**config.mk**
```make
export PLATFORM = sky130hd
export DESIGN_NAME = axis_measure_poller
export DESIGN_NICKNAME = d
export VERILOG_FILES = /design/src/rtl/axis_measure_poller.sv
export SDC_FILE = /design/constraint.sdc
export NUM_CORES = 1
export LEC_CHECK = 0
export ABC_CLOCK_PERIOD_IN_PS = 2200
export BUFFER_PORTS_ARGS = -buffer_cell sky130_fd_sc_hd__buf_2
export CELL_PAD_IN_SITES_DETAIL_PLACEMENT = 0
export CELL_PAD_IN_SITES_GLOBAL_PLACEMENT = 1
export CORE_UTILIZATION = 43
export CTS_CLUSTER_DIAMETER = 100
export DETAILED_ROUTE_END_ITERATION = 6
export PLACE_DENSITY_LB_ADDON = 0.08
export SLEW_MARGIN = 10
export SYNTH_ARGS = -nofsm -noshare
export SYNTH_HDL_FRONTEND = slang
export SYNTH_SLANG_ARGS = --single-unit
```
**constraint.sdc**
```tcl
create_clock -name ap_clk -period 2.2 [get_ports ap_clk]
set_clock_uncertainty 0.1 [all_clocks]
set_input_delay 0.44 -clock ap_clk [delete_from_list [all_inputs] [get_ports ap_clk]]
set_output_delay 0.44 -clock ap_clk [all_outputs]
set_load 0.01 [all_outputs]
```
**src/rtl/axis_measure_poller.sv**
```systemverilog
`timescale 1ns/1ps
// axis_measure_poller
//
// AXI4-Lite initiator that drives the control slave of axis_measure_top from
// fabric logic. It turns clear/start request pulses into single control-register
// writes. It also polls the 64-bit cycle counter and the last-frame register at a
// fixed interval and presents each complete poll as a one-cycle snapshot strobe.
//
// Ports:
//   ap_clk, ap_rst_n          clock, asynchronous active-low reset
//   cmd_clear, cmd_start      one-cycle request pulses for control writes
//   poll_en                   level, enables the periodic poll timer
//   m_axi_aw*/w*/b*           AXI4-Lite write channels (master side)
//   m_axi_ar*/r*              AXI4-Lite read channels (master side)
//   snap_valid                one-cycle strobe, snap_* updated on the same cycle
//   snap_cycles               {cycles_hi, cycles_lo} from the last poll
//   snap_last_frame           last-frame register from the last poll
//   busy                      FSM not in IDLE
//   resp_err                  sticky flag for any non-OKAY BRESP/RRESP
//
// FSM states:
//   state   | meaning
//   --------+---------------------------------------------------------------
//   IDLE    | arbitrate pending requests (clear > start > poll)
//   WRITE   | AW and W outstanding, each dropped on its own ready
//   WRESP   | waiting for the write response
//   RADDR   | read address outstanding for the current read index
//   RDATA   | waiting for read data, captured into the shadow registers
//   DONE    | publish shadow registers to snap_* and strobe snap_valid

module axis_measure_poller #(
    parameter logic [31:0] CONTROL_OFFSET    = 32'h00,
    parameter logic [31:0] CYCLES_OFFSET     = 32'h10,
    parameter logic [31:0] LAST_FRAME_OFFSET = 32'h18,
    parameter logic [31:0] SIG_CLEAR         = 32'h2,
    parameter logic [31:0] SIG_START         = 32'h1,
    parameter int unsigned POLL_INTERVAL     = 1000
) (
    input  logic        ap_clk,
    input  logic        ap_rst_n,

    input  logic        cmd_clear,
    input  logic        cmd_start,
    input  logic        poll_en,

    output logic [31:0] m_axi_awaddr,
    output logic        m_axi_awvalid,
    input  logic        m_axi_awready,

    output logic [31:0] m_axi_wdata,
    output logic [3:0]  m_axi_wstrb,
    output logic        m_axi_wvalid,
    input  logic        m_axi_wready,

    input  logic [1:0]  m_axi_bresp,
    input  logic        m_axi_bvalid,
    output logic        m_axi_bready,

    output logic [31:0] m_axi_araddr,
    output logic        m_axi_arvalid,
    input  logic        m_axi_arready,

    input  logic [31:0] m_axi_rdata,
    input  logic [1:0]  m_axi_rresp,
    input  logic        m_axi_rvalid,
    output logic        m_axi_rready,

    output logic        snap_valid,
    output logic [63:0] snap_cycles,
    output logic [31:0] snap_last_frame,
    output logic        busy,
    output logic        resp_err
);

    typedef enum logic [2:0] {
        S_IDLE  = 3'd0,
        S_WRITE = 3'd1,
        S_WRESP = 3'd2,
        S_RADDR = 3'd3,
        S_RDATA = 3'd4,
        S_DONE  = 3'd5
    } state_t;

    localparam logic [31:0] POLL_LAST = 32'(POLL_INTERVAL - 1);

    state_t      state_q, state_d;

    logic        pend_clear_q, pend_clear_d;
    logic        pend_start_q, pend_start_d;
    logic        pend_poll_q,  pend_poll_d;

    logic [31:0] poll_cnt_q, poll_cnt_d;
    logic        poll_tick;

    logic [1:0]  rd_idx_q, rd_idx_d;

    logic [31:0] awaddr_q, awaddr_d;
    logic        awvalid_q, awvalid_d;
    logic [31:0] wdata_q, wdata_d;
    logic        wvalid_q, wvalid_d;
    logic [31:0] araddr_q, araddr_d;
    logic        arvalid_q, arvalid_d;

    logic [31:0] sh_lo_q, sh_lo_d;
    logic [31:0] sh_hi_q, sh_hi_d;
    logic [31:0] sh_frame_q, sh_frame_d;

    logic [63:0] snap_cycles_q, snap_cycles_d;
    logic [31:0] snap_frame_q, snap_frame_d;
    logic        snap_valid_q, snap_valid_d;
    logic        resp_err_q, resp_err_d;

    // Read index -> register address: cycles low, cycles high, last frame.
    function automatic logic [31:0] rd_addr(input logic [1:0] idx);
        case (idx)
            2'd0:    rd_addr = CYCLES_OFFSET;
            2'd1:    rd_addr = CYCLES_OFFSET + 32'd4;
            default: rd_addr = LAST_FRAME_OFFSET;
        endcase
    endfunction

    // Poll timer: free-runs while enabled, ticks on its last count and wraps.
    always_comb begin
        poll_tick  = 1'b0;
        poll_cnt_d = poll_cnt_q;
        if (!poll_en) begin
            poll_cnt_d = '0;
        end else if (poll_cnt_q == POLL_LAST) begin
            poll_cnt_d = '0;
            poll_tick  = 1'b1;
        end else begin
            poll_cnt_d = poll_cnt_q + 32'd1;
        end
    end

    always_comb begin
        state_d       = state_q;
        pend_clear_d  = pend_clear_q | cmd_clear;
        pend_start_d  = pend_start_q | cmd_start;
        pend_poll_d   = pend_poll_q;
        rd_idx_d      = rd_idx_q;
        awaddr_d      = awaddr_q;
        awvalid_d     = awvalid_q;
        wdata_d       = wdata_q;
        wvalid_d      = wvalid_q;
        araddr_d      = araddr_q;
        arvalid_d     = arvalid_q;
        sh_lo_d       = sh_lo_q;
        sh_hi_d       = sh_hi_q;
        sh_frame_d    = sh_frame_q;
        snap_cycles_d = snap_cycles_q;
        snap_frame_d  = snap_frame_q;
        snap_valid_d  = 1'b0;
        resp_err_d    = resp_err_q;

        case (state_q)
            S_IDLE: begin
                if (pend_clear_q) begin
                    pend_clear_d = 1'b0;
                    awaddr_d     = CONTROL_OFFSET;
                    wdata_d      = SIG_CLEAR;
                    awvalid_d    = 1'b1;
                    wvalid_d     = 1'b1;
                    state_d      = S_WRITE;
                end else if (pend_start_q) begin
                    pend_start_d = 1'b0;
                    awaddr_d     = CONTROL_OFFSET;
                    wdata_d      = SIG_START;
                    awvalid_d    = 1'b1;
                    wvalid_d     = 1'b1;
                    state_d      = S_WRITE;
                end else if (pend_poll_q) begin
                    pend_poll_d  = 1'b0;
                    rd_idx_d     = 2'd0;
                    araddr_d     = rd_addr(2'd0);
                    arvalid_d    = 1'b1;
                    state_d      = S_RADDR;
                end
            end

            S_WRITE: begin
                // AW and W complete independently; leave once neither is pending.
                awvalid_d = awvalid_q & ~m_axi_awready;
                wvalid_d  = wvalid_q  & ~m_axi_wready;
                if (!awvalid_d && !wvalid_d) begin
                    state_d = S_WRESP;
                end
            end

            S_WRESP: begin
                if (m_axi_bvalid) begin
                    if (m_axi_bresp != 2'b00) begin
                        resp_err_d = 1'b1;
                    end
                    state_d = S_IDLE;
                end
            end

            S_RADDR: begin
                if (m_axi_arready) begin
                    arvalid_d = 1'b0;
                    state_d   = S_RDATA;
                end
            end

            S_RDATA: begin
                if (m_axi_rvalid) begin
                    if (m_axi_rresp != 2'b00) begin
                        resp_err_d = 1'b1;
                    end
                    case (rd_idx_q)
                        2'd0:    sh_lo_d    = m_axi_rdata;
                        2'd1:    sh_hi_d    = m_axi_rdata;
                        default: sh_frame_d = m_axi_rdata;
                    endcase
                    if (rd_idx_q == 2'd2) begin
                        state_d = S_DONE;
                    end else begin
                        rd_idx_d  = rd_idx_q + 2'd1;
                        araddr_d  = rd_addr(rd_idx_q + 2'd1);
                        arvalid_d = 1'b1;
                        state_d   = S_RADDR;
                    end
                end
            end

            S_DONE: begin
                // Published even after an error response; resp_err marks it.
                snap_cycles_d = {sh_hi_q, sh_lo_q};
                snap_frame_d  = sh_frame_q;
                snap_valid_d  = 1'b1;
                state_d       = S_IDLE;
            end

            default: begin
                state_d = S_IDLE;
            end
        endcase

        // A fresh tick wins over the acceptance clear above; disabling drops
        // any not-yet-accepted poll but never aborts one already running.
        if (poll_tick) begin
            pend_poll_d = 1'b1;
        end
        if (!poll_en) begin
            pend_poll_d = 1'b0;
        end
    end

    always_ff @(posedge ap_clk or negedge ap_rst_n) begin
        if (!ap_rst_n) begin
            state_q       <= S_IDLE;
            pend_clear_q  <= 1'b0;
            pend_start_q  <= 1'b0;
            pend_poll_q   <= 1'b0;
            poll_cnt_q    <= '0;
            rd_idx_q      <= '0;
            awaddr_q      <= '0;
            awvalid_q     <= 1'b0;
            wdata_q       <= '0;
            wvalid_q      <= 1'b0;
            araddr_q      <= '0;
            arvalid_q     <= 1'b0;
            sh_lo_q       <= '0;
            sh_hi_q       <= '0;
            sh_frame_q    <= '0;
            snap_cycles_q <= '0;
            snap_frame_q  <= '0;
            snap_valid_q  <= 1'b0;
            resp_err_q    <= 1'b0;
        end else begin
            state_q       <= state_d;
            pend_clear_q  <= pend_clear_d;
            pend_start_q  <= pend_start_d;
            pend_poll_q   <= pend_poll_d;
            poll_cnt_q    <= poll_cnt_d;
            rd_idx_q      <= rd_idx_d;
            awaddr_q      <= awaddr_d;
            awvalid_q     <= awvalid_d;
            wdata_q       <= wdata_d;
            wvalid_q      <= wvalid_d;
            araddr_q      <= araddr_d;
            arvalid_q     <= arvalid_d;
            sh_lo_q       <= sh_lo_d;
            sh_hi_q       <= sh_hi_d;
            sh_frame_q    <= sh_frame_d;
            snap_cycles_q <= snap_cycles_d;
            snap_frame_q  <= snap_frame_d;
            snap_valid_q  <= snap_valid_d;
            resp_err_q    <= resp_err_d;
        end
    end

    assign m_axi_awaddr    = awaddr_q;
    assign m_axi_awvalid   = awvalid_q;
    assign m_axi_wdata     = wdata_q;
    assign m_axi_wstrb     = 4'hF;
    assign m_axi_wvalid    = wvalid_q;
    assign m_axi_bready    = (state_q == S_WRESP);
    assign m_axi_araddr    = araddr_q;
    assign m_axi_arvalid   = arvalid_q;
    assign m_axi_rready    = (state_q == S_RDATA);
    assign snap_valid      = snap_valid_q;
    assign snap_cycles     = snap_cycles_q;
    assign snap_last_frame = snap_frame_q;
    assign busy            = (state_q != S_IDLE);
    assign resp_err        = resp_err_q;

endmodule

```
==> reports/summary.txt, run 1 <==
Final Total Pwr: 14800 uW
Comb pwr share: 0.259
Multi-input logic area: 3760 um2
Share of cells above drive strength 1: 0.430
Required time of the critical path: 1.66 ns
Category of the worst setup path launch point: flip-flop
Seq pwr share: 0.443
GRT Total Usage: 0.169
Setup crit end kind: output port
Internal: 10600 uW
Crit Reg-Reg Endpoint: poll_cnt_q[2]$_DFF_PN0_
WHS Endpoint: sh_frame_q[4]$_DFFE_PN0P_
GR Util met1: 0.221
Largest net degree at the start of global routing: 55
Cell area after layout: 12200 um2
Dpl cell area: 11300 um2
Seq/Total Area, Yosys: 0.585
Clk root buf: clkbuf_16
Min cycle time layout: 2.13 ns
GRT overflow: 0
Die area: 24600 um2
Max-cap check violation count: 0
Slew HR: 0.672
First-pass GRT wire length: 32600 um
Antenna violations before repair: 0
Vias in the first global route: 6159
Synth warnings: 0
Crit path DAT: 1.59 ns
Leakage power: 0.00646 uW
Final WL: 20700 um
HP Class: in2reg
Slew Limit Fails: 0
Setup CP Type: reg2out
Reg2Reg Depth: 6
Via density: 4.76
Clk_lat worst skew: 0.52 ns
PwrDens: 1220 nW/um2
Sw Ratio: 0.286
RSZ-0062 raised after global routing: no
DRC errors left: 0
Global Route met3 Usage: 0.0258
Routability congestion estimate: 0.783
Cell taking the most area after synthesis: dfrtp_1
# port buffers: 154
Fin nets: 999
I/O pin count: 250
Crit path max fanout: 6
DR pass1 iterations: 4
CTS sink cnt: 241
CTS tree: yes
Netlist Area Pre-Place: 10300 um2
Cts bufs inserted: 27
Area Growth Syn to Fin: 18.3%
FF-to-FF Start: poll_cnt_q[23]$_DFF_PN0_
FP Rows: 56
CORE AREA: 23500 um2
Worst-Margin Slew: 0.486 ns
Outcome: finished, final reports clean
Worst hold path startpoint: m_axi_rdata[4]
Final TNS setup: 0 ns
N_diodes: 0
Synth Register Bits: 241
Clock power frac: 0.297
Die Y: 157 um
Final setup violation count: 0
Commonest non-fill, non-tap cell in the layout: dfrtp_1
Met2 Use GR: 0.290
Clock Tree Buf Depth: 3
Final hold violations: 0
Hold Path Stages: 2
R2R setup slack: 0.23 ns
DRT iter0 DRCs: 259
Hpwl dp: 13900 um
Most frequent cells in the layout: dfrtp_1 (240), mux2_2 (183), buf_2 (153), conb_1 (95), nor2_1 (40)
Peak VDD IR: 0.486 mV
P_sw: 4240 uW
Drt wl/cell: 16.1 um
Fill count: 2058
Htree depth: 1
Count of cell types in the netlist: 45
Period utilisation layout: 0.969
Cells after Synth: 772
FMAX: 469 MHz
Setup crit start: state_q[2]$_DFFE_PN0P_
Top cell type's share of synthesized area: 0.585
Starting Density: 0.439
Most used routing layer: met2
Average size of a mapped cell: 13.4 um2
Synth top area cells: dfrtp_1 (58%), mux2_2 (20%), buf_4 (7.0%)
ANT nets after route: 0
Via Count: 6113
Clock slew at reported path FFs: 0.06 ns
Die X: 157 um
Register area: 6030 um2
## per-stage QoR
step           hold slack, ns   util  setup slack (ns)  std cells
6_report               0.0701  0.520            0.0672       1284
2_1_floorplan          0.0444      -             0.471        865
4_1_cts                0.0451  0.519            0.0122       1284
5_1_grt                0.0642  0.520           0.00729       1284
3_3_place_gp            0.295  0.481             0.269       1235
3_5_place_dp            0.297  0.481             0.221       1235
## repair_timing
item                                    in CTS  in global routing
endpoints found under the hold margin       48                  0
pin swaps                                    0                  1
hold buffers                                 1                  0
endpoints found under the setup margin       2                  2
setup buffers                                2                  0
resized for setup                            3                  2
## critical path, cell delays in order, from the launching register on
cell and delay [ns]:
dfrtp_2 0.43, buf_4 0.17, nor3_4 0.18, buf_6 0.12
inv_1 0.04, buf_2 0.13
## per-layer routing
layer | up-vias | wire length, um
met3 | 28 | 897
met5 | - | 0
li1 | 2816 | -
met4 | 0 | 410
met2 | 140 | 10300
met1 | 3129 | 9110
## sequential cells by signal, summed over array words and instances (netlist names), 2 cells and up
register / flops
m_axi_araddr: 3
m_axi_wdata: 2
poll_cnt_q: 32
sh_frame_q: 32
sh_hi_q: 32
sh_lo_q: 32
snap_cycles: 64
snap_last_frame: 32
state_q: 3
## power groups by stage
stage               sequential [uW]  clock [uW]  combinational (uW)
detailed placement             6670           0                3830
global placement               6570           0                3740
finish                         6570        4410                3850
CTS                            6580        4560                3920
floorplan                      6840           0                2130
global route                   6760        4730                4240
## cells by family (layout without fill, tap and decap cells)
family	count (synthesis)	in the layout	share of synthesized area
compound gates	35	35	0.0197
xor+xnor	25	25	0.0212
simple gates	138	138	0.0692
fa+ha+maj	5	5	0.00607
flops	241	241	0.585
mux	193	193	0.211
other cells	2	95	0.000728
buf+inv	133	233	0.0875
## worst max-delay path by stage
stage | end | slack (ns)
global route | busy | 0.007
detailed placement | poll_cnt_q[20]$_DFF_PN0_ | 0.22
CTS | busy | 0.01
finish | busy | 0.07
global placement | poll_cnt_q[5]$_DFF_PN0_ | 0.27
floorplan | sh_frame_q[0]$_DFFE_PN0P_ | 0.47
## synthesized netlist by cell type, drive strengths merged
library cell	n
dfrtp	241
mux2	192
buf	120
nor2	43
nand2	29
nand3	22
xor2	18
o21ai	14
a21oi	13
inv	11
nand4	9
nor4	8
xnor2	7
nor2b	6
ha	5
nor3	5
or3	5
and3	3
nor3b	3
a21o	2
clkbuf	2
conb	2
nand2b	2
o311ai	2
a21boi	1
a31oi	1
and2	1
and4	1
mux2i	1
nor4b	1
o211a	1
o21bai	1
## cell type report
class	count	share of cell area
clock inverters	8	0.00995
clock buffers	38	0.0621
repair buffers	176	0.0893
well taps	319	0.0327
flip-flops and latches	241	0.495
multi-input cells	491	0.308
inverters	11	0.00338
(Power assumes the default switching activity.)
==> inputs of run 2 (changes only) <==
--- a/config.mk
+++ b/config.mk
@@ -10,7 +10,8 @@
 export CELL_PAD_IN_SITES_DETAIL_PLACEMENT = 0
 export CELL_PAD_IN_SITES_GLOBAL_PLACEMENT = 1
-export CORE_UTILIZATION = 43
+export CORE_UTILIZATION = 35
 export CTS_CLUSTER_DIAMETER = 100
 export DETAILED_ROUTE_END_ITERATION = 6
+export HOLD_SLACK_MARGIN = 0.06
 export PLACE_DENSITY_LB_ADDON = 0.08
 export SLEW_MARGIN = 10
==> constraint.sdc (replaced) <==
create_clock -name ap_clk -period 2.2 [get_ports ap_clk]
set_clock_uncertainty 0.1 [all_clocks]
set_input_delay 0.11 -clock ap_clk [delete_from_list [all_inputs] [get_ports ap_clk]]
set_output_delay 0.11 -clock ap_clk [all_outputs]
set_load 0.01 [all_outputs]
==> run 2 against run 1 <==
Net effect: combinational power is essentially flat; flip-flop and latch count unchanged; critical path depth unchanged; largest power group unchanged; fmax up 6.2%; global-route usage down 2.5 points; count of clock-buffer cells in the layout grew 7; hold slack gained 0.17 ns; total power up 3.0%; via count up 1.3%; largest cell class unchanged; highest routed layer unchanged.
==> reports/summary.txt, run 2 (synthesis gave the netlist of run 1 again) <==
Outcome: finished, final reports clean (unchanged)
DRC errors left: 0 (unchanged)
Area Growth Syn to Fin: 24.4% (was 18.3%)
Worst hold path startpoint: cmd_clear (was m_axi_rdata[4])
Period utilisation layout: 0.913 (was 0.969)
GRT overflow: 0 (unchanged)
Fin nets: 1046 (was 999)
Via Count: 6195 (was 6113)
CTS tree: yes (unchanged)
CTS-repair resized insts: 0 (was 3)
Starting Density: 0.357 (was 0.439)
HP Class: in2reg (unchanged)
RSZ-0062 raised after global routing: no (unchanged)
Hpwl dp: 14200 um (was 13900 um)
# port buffers: 154 (unchanged)
N_diodes: 0 (unchanged)
CP Cell Sequence: buf_4 > nor3_2 > buf_4 > inv_1 > buf_2 (was buf_4 > nor3_4 > buf_6 > inv_1 > buf_2)
Setup CP Type: reg2out (unchanged)
Final setup margin: 0.191 ns (was 0.0672 ns)
Comb pwr share: 0.251 (was 0.259)
Clk_lat worst skew: 0.54 ns (was 0.52 ns)
R2R setup slack: 0.22 ns (was 0.23 ns)
Critical path's most frequent cell: buf_4
Min cycle time layout: 2.01 ns (was 2.13 ns)
Category of the worst setup path launch point: flip-flop (unchanged)
Share of cells above drive strength 1: 0.410 (was 0.430)
Clock slew at reported path FFs: 0.06 ns (about the same)
Leakage power: 0.00671 uW (was 0.00646 uW)
Htree depth: 1 (unchanged)
Most frequent cells in the layout: dfrtp_1 (241), mux2_2 (183), buf_2 (153), conb_1 (95), dlygate4sd3_1 (46) (was dfrtp_1 (240), mux2_2 (183), buf_2 (153), conb_1 (95), nor2_1 (40))
Internal: 10900 uW (was 10600 uW)
Routability congestion estimate: 0.692 (was 0.783)
FMAX: 498 MHz (was 469 MHz)
Hold Path Stages: 4 (was 2)
Final setup violation count: 0 (unchanged)
Peak VDD IR: 0.547 mV (was 0.486 mV)
Crit path DAT: 1.80 ns (was 1.59 ns)
Die area: 30100 um2 (was 24600 um2)
Antenna violations before repair: 0 (unchanged)
Required time of the critical path: 1.99 ns (was 1.66 ns)
Setup bufs post-CTS: 0 (was 2)
Final WL: 21700 um (was 20700 um)
Critical-path top delay cell: dfrtp_1 (was dfrtp_2)
Crit path buffers/inverters: 4 (unchanged)
Pre-CTS WS: 0.189 ns (was 0.221 ns)
ANT nets after route: 0 (unchanged)
Die Y: 174 um (was 157 um)
CTS sink cnt: 241 (unchanged)
WHS Endpoint: pend_clear_q$_DFF_PN0_ (was sh_frame_q[4]$_DFFE_PN0P_)
Commonest non-fill, non-tap cell in the layout: dfrtp_1 (unchanged)
FF-to-FF Start: poll_cnt_q[22]$_DFF_PN0_ (was poll_cnt_q[23]$_DFF_PN0_)
DR pass1 iterations: 4 (unchanged)
Final TNS setup: 0 ns (unchanged)
Die X: 174 um (was 157 um)
Via density: 4.43 (was 4.76)
Delay-heaviest family, CP: buffers and inverters (unchanged)
Vias in the first global route: 6144 (was 6159)
Drt wl/cell: 15.5 um (was 16.1 um)
Setup crit end kind: output port (unchanged)
Seq pwr share: 0.430 (was 0.443)
GRT Total Usage: 0.145 (was 0.169)
Clock Tree Buf Depth: 3 (unchanged)
Fill count: 2735 (was 2058)
Crit path max fanout: 9 (was 6)
DRT iter0 DRCs: 226 (was 259)
Max-cap check violation count: 0 (unchanged)
Clock power frac: 0.319 (was 0.297)
Largest register FFs: 64 (unchanged)
Largest net degree at the start of global routing: 68 (was 55)
Sw Ratio: 0.285 (was 0.286)
Clk root buf: clkbuf_16 (unchanged)
PwrDens: 1190 nW/um2 (was 1220 nW/um2)
First-pass GRT wire length: 34900 um (was 32600 um)
Max stage delay on crit path: 0.49 ns (was 0.43 ns)
Crit Reg-Reg Endpoint: poll_cnt_q[5]$_DFF_PN0_ (was poll_cnt_q[2]$_DFF_PN0_)
Slew Limit Fails: 0 (unchanged)
P_sw: 4360 uW (was 4240 uW)
Reg2Reg Depth: 6 (unchanged)
FP Rows: 62 (was 56)
Final hold violations: 0 (unchanged)
CORE AREA: 28900 um2 (was 23500 um2)
I/O pin count: 250 (unchanged)
Cts bufs inserted: 29 (was 27)
[run 2: cell types whose count changed in the layout (fill, tap and decap cells not counted), sizes merged]
cell / change
clkbuf: +7
clkinvlp: -1
dlygate4sd3: +45
inv: +1
clkinv: -1
[run 2: cell type report]
type | instances | area [um2] | area share
inverter | 11 | 41.3 | 0.00322
timing repair buffer | 221 | 1540 | 0.120
sequential | 241 | 6030 | 0.470
clock inverter | 7 | 125 | 0.00975
multi-input combinational | 491 | 3750 | 0.292
clock buffer | 45 | 866 | 0.0675
tap | 384 | 480 | 0.0375
[run 2: timing repair]
item | 4_1_cts | 5_1_grt
hold endpoints to repair | 378 | 0
hold buffers | 47 | 0
setup endpoints to repair | 0 | 0
[run 2: metal layers]
layer	part of all wire	vias to the layer above	GRT usage
met5	0	-	0
met4	0.020	0	0.0362
met3	0.045	36	0.0263
met2	0.46	155	0.226
met1	0.47	3083	0.207
li1	-	2921	-
[run 2: worst max-delay path by stage]
stage / from / to / slack (ns) / cells past startpoint
6_report: state_q[2]$_DFFE_PN0P_ / busy / 0.19 / 5
5_1_grt: state_q[2]$_DFFE_PN0P_ / busy / 0.09 / 5
4_1_cts: state_q[2]$_DFFE_PN0P_ / busy / 0.15 / 5
3_5_place_dp: poll_cnt_q[22]$_DFF_PN0_ / poll_cnt_q[5]$_DFF_PN0_ / 0.19 / 6
3_3_place_gp: poll_cnt_q[15]$_DFF_PN0_ / poll_cnt_q[18]$_DFF_PN0_ / 0.23 / 6
2_1_floorplan: state_q[0]$_DFFE_PN0P_ / sh_frame_q[0]$_DFFE_PN0P_ / 0.47 / 6
[run 2: through the flow]
step,total power (uW),hold WS [ns],instances,utilization,cell area (um2)
2_1_floorplan,8970,-0.286,865,-,10700
3_3_place_gp,10400,-0.0667,1301,0.394,11400
3_5_place_dp,10500,-0.0679,1301,0.394,11400
4_1_cts,15600,0.213,1400,0.445,12800
5_1_grt,16200,0.239,1400,0.445,12800
6_report,15300,0.244,1400,0.445,12800
[run 2: power groups by stage]
stage | Combinational, uW | Clock [uW] | Sequential (uW)
6_report | 3830 | 4880 | 6560
3_3_place_gp | 3760 | 0 | 6650
4_1_cts | 3920 | 5050 | 6590
2_1_floorplan | 2130 | 0 | 6840
3_5_place_dp | 3820 | 0 | 6670
5_1_grt | 4210 | 5250 | 6770
[run 2: worst reg2reg max path, cell delays in order, from the launching register on]
cell,delay (ns)
dfrtp_1,0.42
nor4_1,0.36
nand2_1,0.11
nor4_1,0.37
nand2b_2,0.22
buf_12,0.18
nor2_1,0.09
==> inputs of run 3 (changes only) <==
Settings changed: CORE_ASPECT_RATIO set to 0.5, RECOVER_POWER set to 25, SLEW_MARGIN 10 to 20.
==> run 3 against run 2 <==
Net effect: die area increased by 0.14%; critical endpoint is now poll_cnt_q[1]$_DFF_PN0_; largest power group unchanged; total power decreased by 6.8%; combinational power decreased by 3%; final area decreased by 2.6%.
==> reports/summary.txt, run 3 (synthesis gave the netlist of run 1 again) <==
GRT overflow: 0 (unchanged)
Required time of the critical path: 2.51 ns (was 1.99 ns)
Share of cells above drive strength 1: 0.315 (was 0.410)
Final hold violations: 0 (unchanged)
Crit path DAT: 2.28 ns (was 1.80 ns)
Vias in the first global route: 6284 (was 6144)
DRC errors left: 0 (unchanged)
Slew Limit Fails: 0 (unchanged)
Clock power frac: 0.279 (was 0.319)
Via density: 4.44 (was 4.43)
Largest register FFs: 64 (unchanged)
Htree depth: 1 (unchanged)
Cts bufs inserted: 24 (was 29)
Final TNS setup: 0 ns (unchanged)
P_sw: 4240 uW (was 4360 uW)
Via Count: 6172 (was 6195)
Period utilisation layout: 0.899 (was 0.913)
Largest net degree at the start of global routing: 58 (was 68)
Clk_lat worst skew: 0.53 ns (was 0.54 ns)
Max-cap check violation count: 0 (unchanged)
FMAX: 506 MHz (was 498 MHz)
Hold Path Stages: 3 (was 4)
I/O pin count: 250 (unchanged)
Setup bufs post-CTS: 0 (unchanged)
PwrDens: 1140 nW/um2 (was 1190 nW/um2)
Crit path max fanout: 30 (was 9)
Clock Tree Buf Depth: 3 (unchanged)
Die X: 245 um (was 174 um)
Final WL: 21400 um (was 21700 um)
Worst hold path startpoint: m_axi_rdata[6] (was cmd_clear)
Fin nets: 1042 (was 1046)
Commonest non-fill, non-tap cell in the layout: dfrtp_1 (unchanged)
Outcome: finished, final reports clean (unchanged)
Crit path capture: poll_cnt_q[1]$_DFF_PN0_ (was busy)
Sw Ratio: 0.297 (was 0.285)
Clk root buf: clkbuf_16 (unchanged)
Reg2Reg Depth: 6 (unchanged)
Category of the worst setup path launch point: flip-flop (unchanged)
Drt wl/cell: 15.4 um (was 15.5 um)
CORE AREA: 28300 um2 (was 28900 um2)
Antenna violations before repair: 0 (unchanged)
N_diodes: 0 (unchanged)
Final core utilization: 0.441 (was 0.445)
Comb pwr share: 0.261 (was 0.251)
Peak VDD IR: 0.508 mV (was 0.547 mV)
Clock slew at reported path FFs: 0.06 ns (about the same)
Final setup violation count: 0 (unchanged)
Die area: 30200 um2 (was 30100 um2)
Min cycle time layout: 1.98 ns (was 2.01 ns)
DRT iter0 DRCs: 232 (was 226)
First-pass GRT wire length: 34200 um (was 34900 um)
Routability congestion estimate: 0.709 (was 0.692)
Seq pwr share: 0.459 (was 0.430)
FF-to-FF Start: poll_cnt_q[15]$_DFF_PN0_ (was poll_cnt_q[22]$_DFF_PN0_)
Most frequent cells in the layout: dfrtp_1 (241), mux2_2 (183), clkbuf_1 (100), conb_1 (95), buf_2 (60) (was dfrtp_1 (241), mux2_2 (183), buf_2 (153), conb_1 (95), dlygate4sd3_1 (46))
Slew HR: 0.416
HP Class: in2reg (unchanged)
Crit Reg-Reg Endpoint: poll_cnt_q[1]$_DFF_PN0_ (was poll_cnt_q[5]$_DFF_PN0_)
R2R setup slack: 0.22 ns (about the same)
Setup crit start: poll_cnt_q[15]$_DFF_PN0_ (was state_q[2]$_DFFE_PN0P_)
CTS sink cnt: 241 (unchanged)
Leakage power: 0.00622 uW (was 0.00671 uW)
CTS tree: yes (unchanged)
Die Y: 123 um (was 174 um)
Setup CP Type: reg2reg (was reg2out)
DR pass1 iterations: 4 (unchanged)
Worst-Margin Slew: 0.877 ns
Hpwl dp: 14200 um (about the same)
Setup crit end kind: flip-flop (was output port)
Internal: 10000 uW (was 10900 uW)
ANT nets after route: 0 (unchanged)
Starting Density: 0.364 (was 0.357)
# port buffers: 154 (unchanged)
GRT Total Usage: 0.143 (was 0.145)
Area Growth Syn to Fin: 21.2% (was 24.4%)
RSZ-0062 raised after global routing: no (unchanged)
FP Rows: 43 (was 62)
[run 3: cell count changes in the layout (fill, tap and decap cells not counted), moves of 3 or more]
cell       change
buf_2         -93
clkbuf_1      +92
clkbuf_16      -5
bufinv_16      -3
[run 3: worst min path at each step]
stage / end / slack [ns]
after detailed placement: poll_cnt_q[7]$_DFF_PN0_ / -0.02
final: sh_frame_q[6]$_DFFE_PN0P_ / 0.28
after CTS: sh_frame_q[5]$_DFFE_PN0P_ / 0.24
after global routing: sh_frame_q[21]$_DFFE_PN0P_ / 0.27
after floorplan: m_axi_araddr[2]$_DFFE_PN0P_ / -0.29
after global placement: poll_cnt_q[10]$_DFF_PN0_ / -0.009
[run 3: worst max-delay path, cell delays in order (launching register included)]
cell and delay (ns):
dfrtp_1 0.40, nor4_1 0.37, nand3_1 0.15, nor4_2 0.34
nand2b_2 0.22, buf_12 0.19, nor2_1 0.07
[run 3: layout make-up]
cell class	instances	area (um2)
fillers	2724	15800
flip-flops and latches	241	6030
multi-input cells	491	3750
repair buffers	222	1420
clock buffers	39	737
well taps	382	478
inverters	11	41.3
clock inverters	4	31.3
[run 3: per-stage QoR]
stage	total power [uW]	setup slack (ns)	instances	hold WS [ns]	area, um2
detailed placement	10500	0.107	1301	-0.0151	11400
global route	15200	0.0752	1390	0.266	12500
CTS	14700	0.0896	1390	0.239	12600
finish	14200	0.223	1390	0.276	12500
floorplan	8970	0.471	865	-0.286	10700
global placement	10400	0.215	1301	-0.00933	11400
[run 3: power by group through the flow]
stage | Combinational, uW | Sequential (uW) | Clock (uW)
3_3_place_gp | 3850 | 6570 | 0
3_5_place_dp | 3900 | 6620 | 0
5_1_grt | 4100 | 6750 | 4320
4_1_cts | 3990 | 6550 | 4130
2_1_floorplan | 2130 | 6840 | 0
6_report | 3720 | 6540 | 3980
[run 3: metal layers]
layer	track usage	vias up	part of all wire
li1	-	2900	-
met1	0.181	3127	0.44
met2	0.255	113	0.50
met3	0.0271	32	0.037
met4	0.0324	0	0.019
met5	0	-	0
[run 3: repair_timing]
action | in CTS | in global routing
resized for setup | 0 | 1
endpoints found under the hold margin | 377 | 0
endpoints found under the setup margin | 0 | 15
hold buffers | 46 | 0
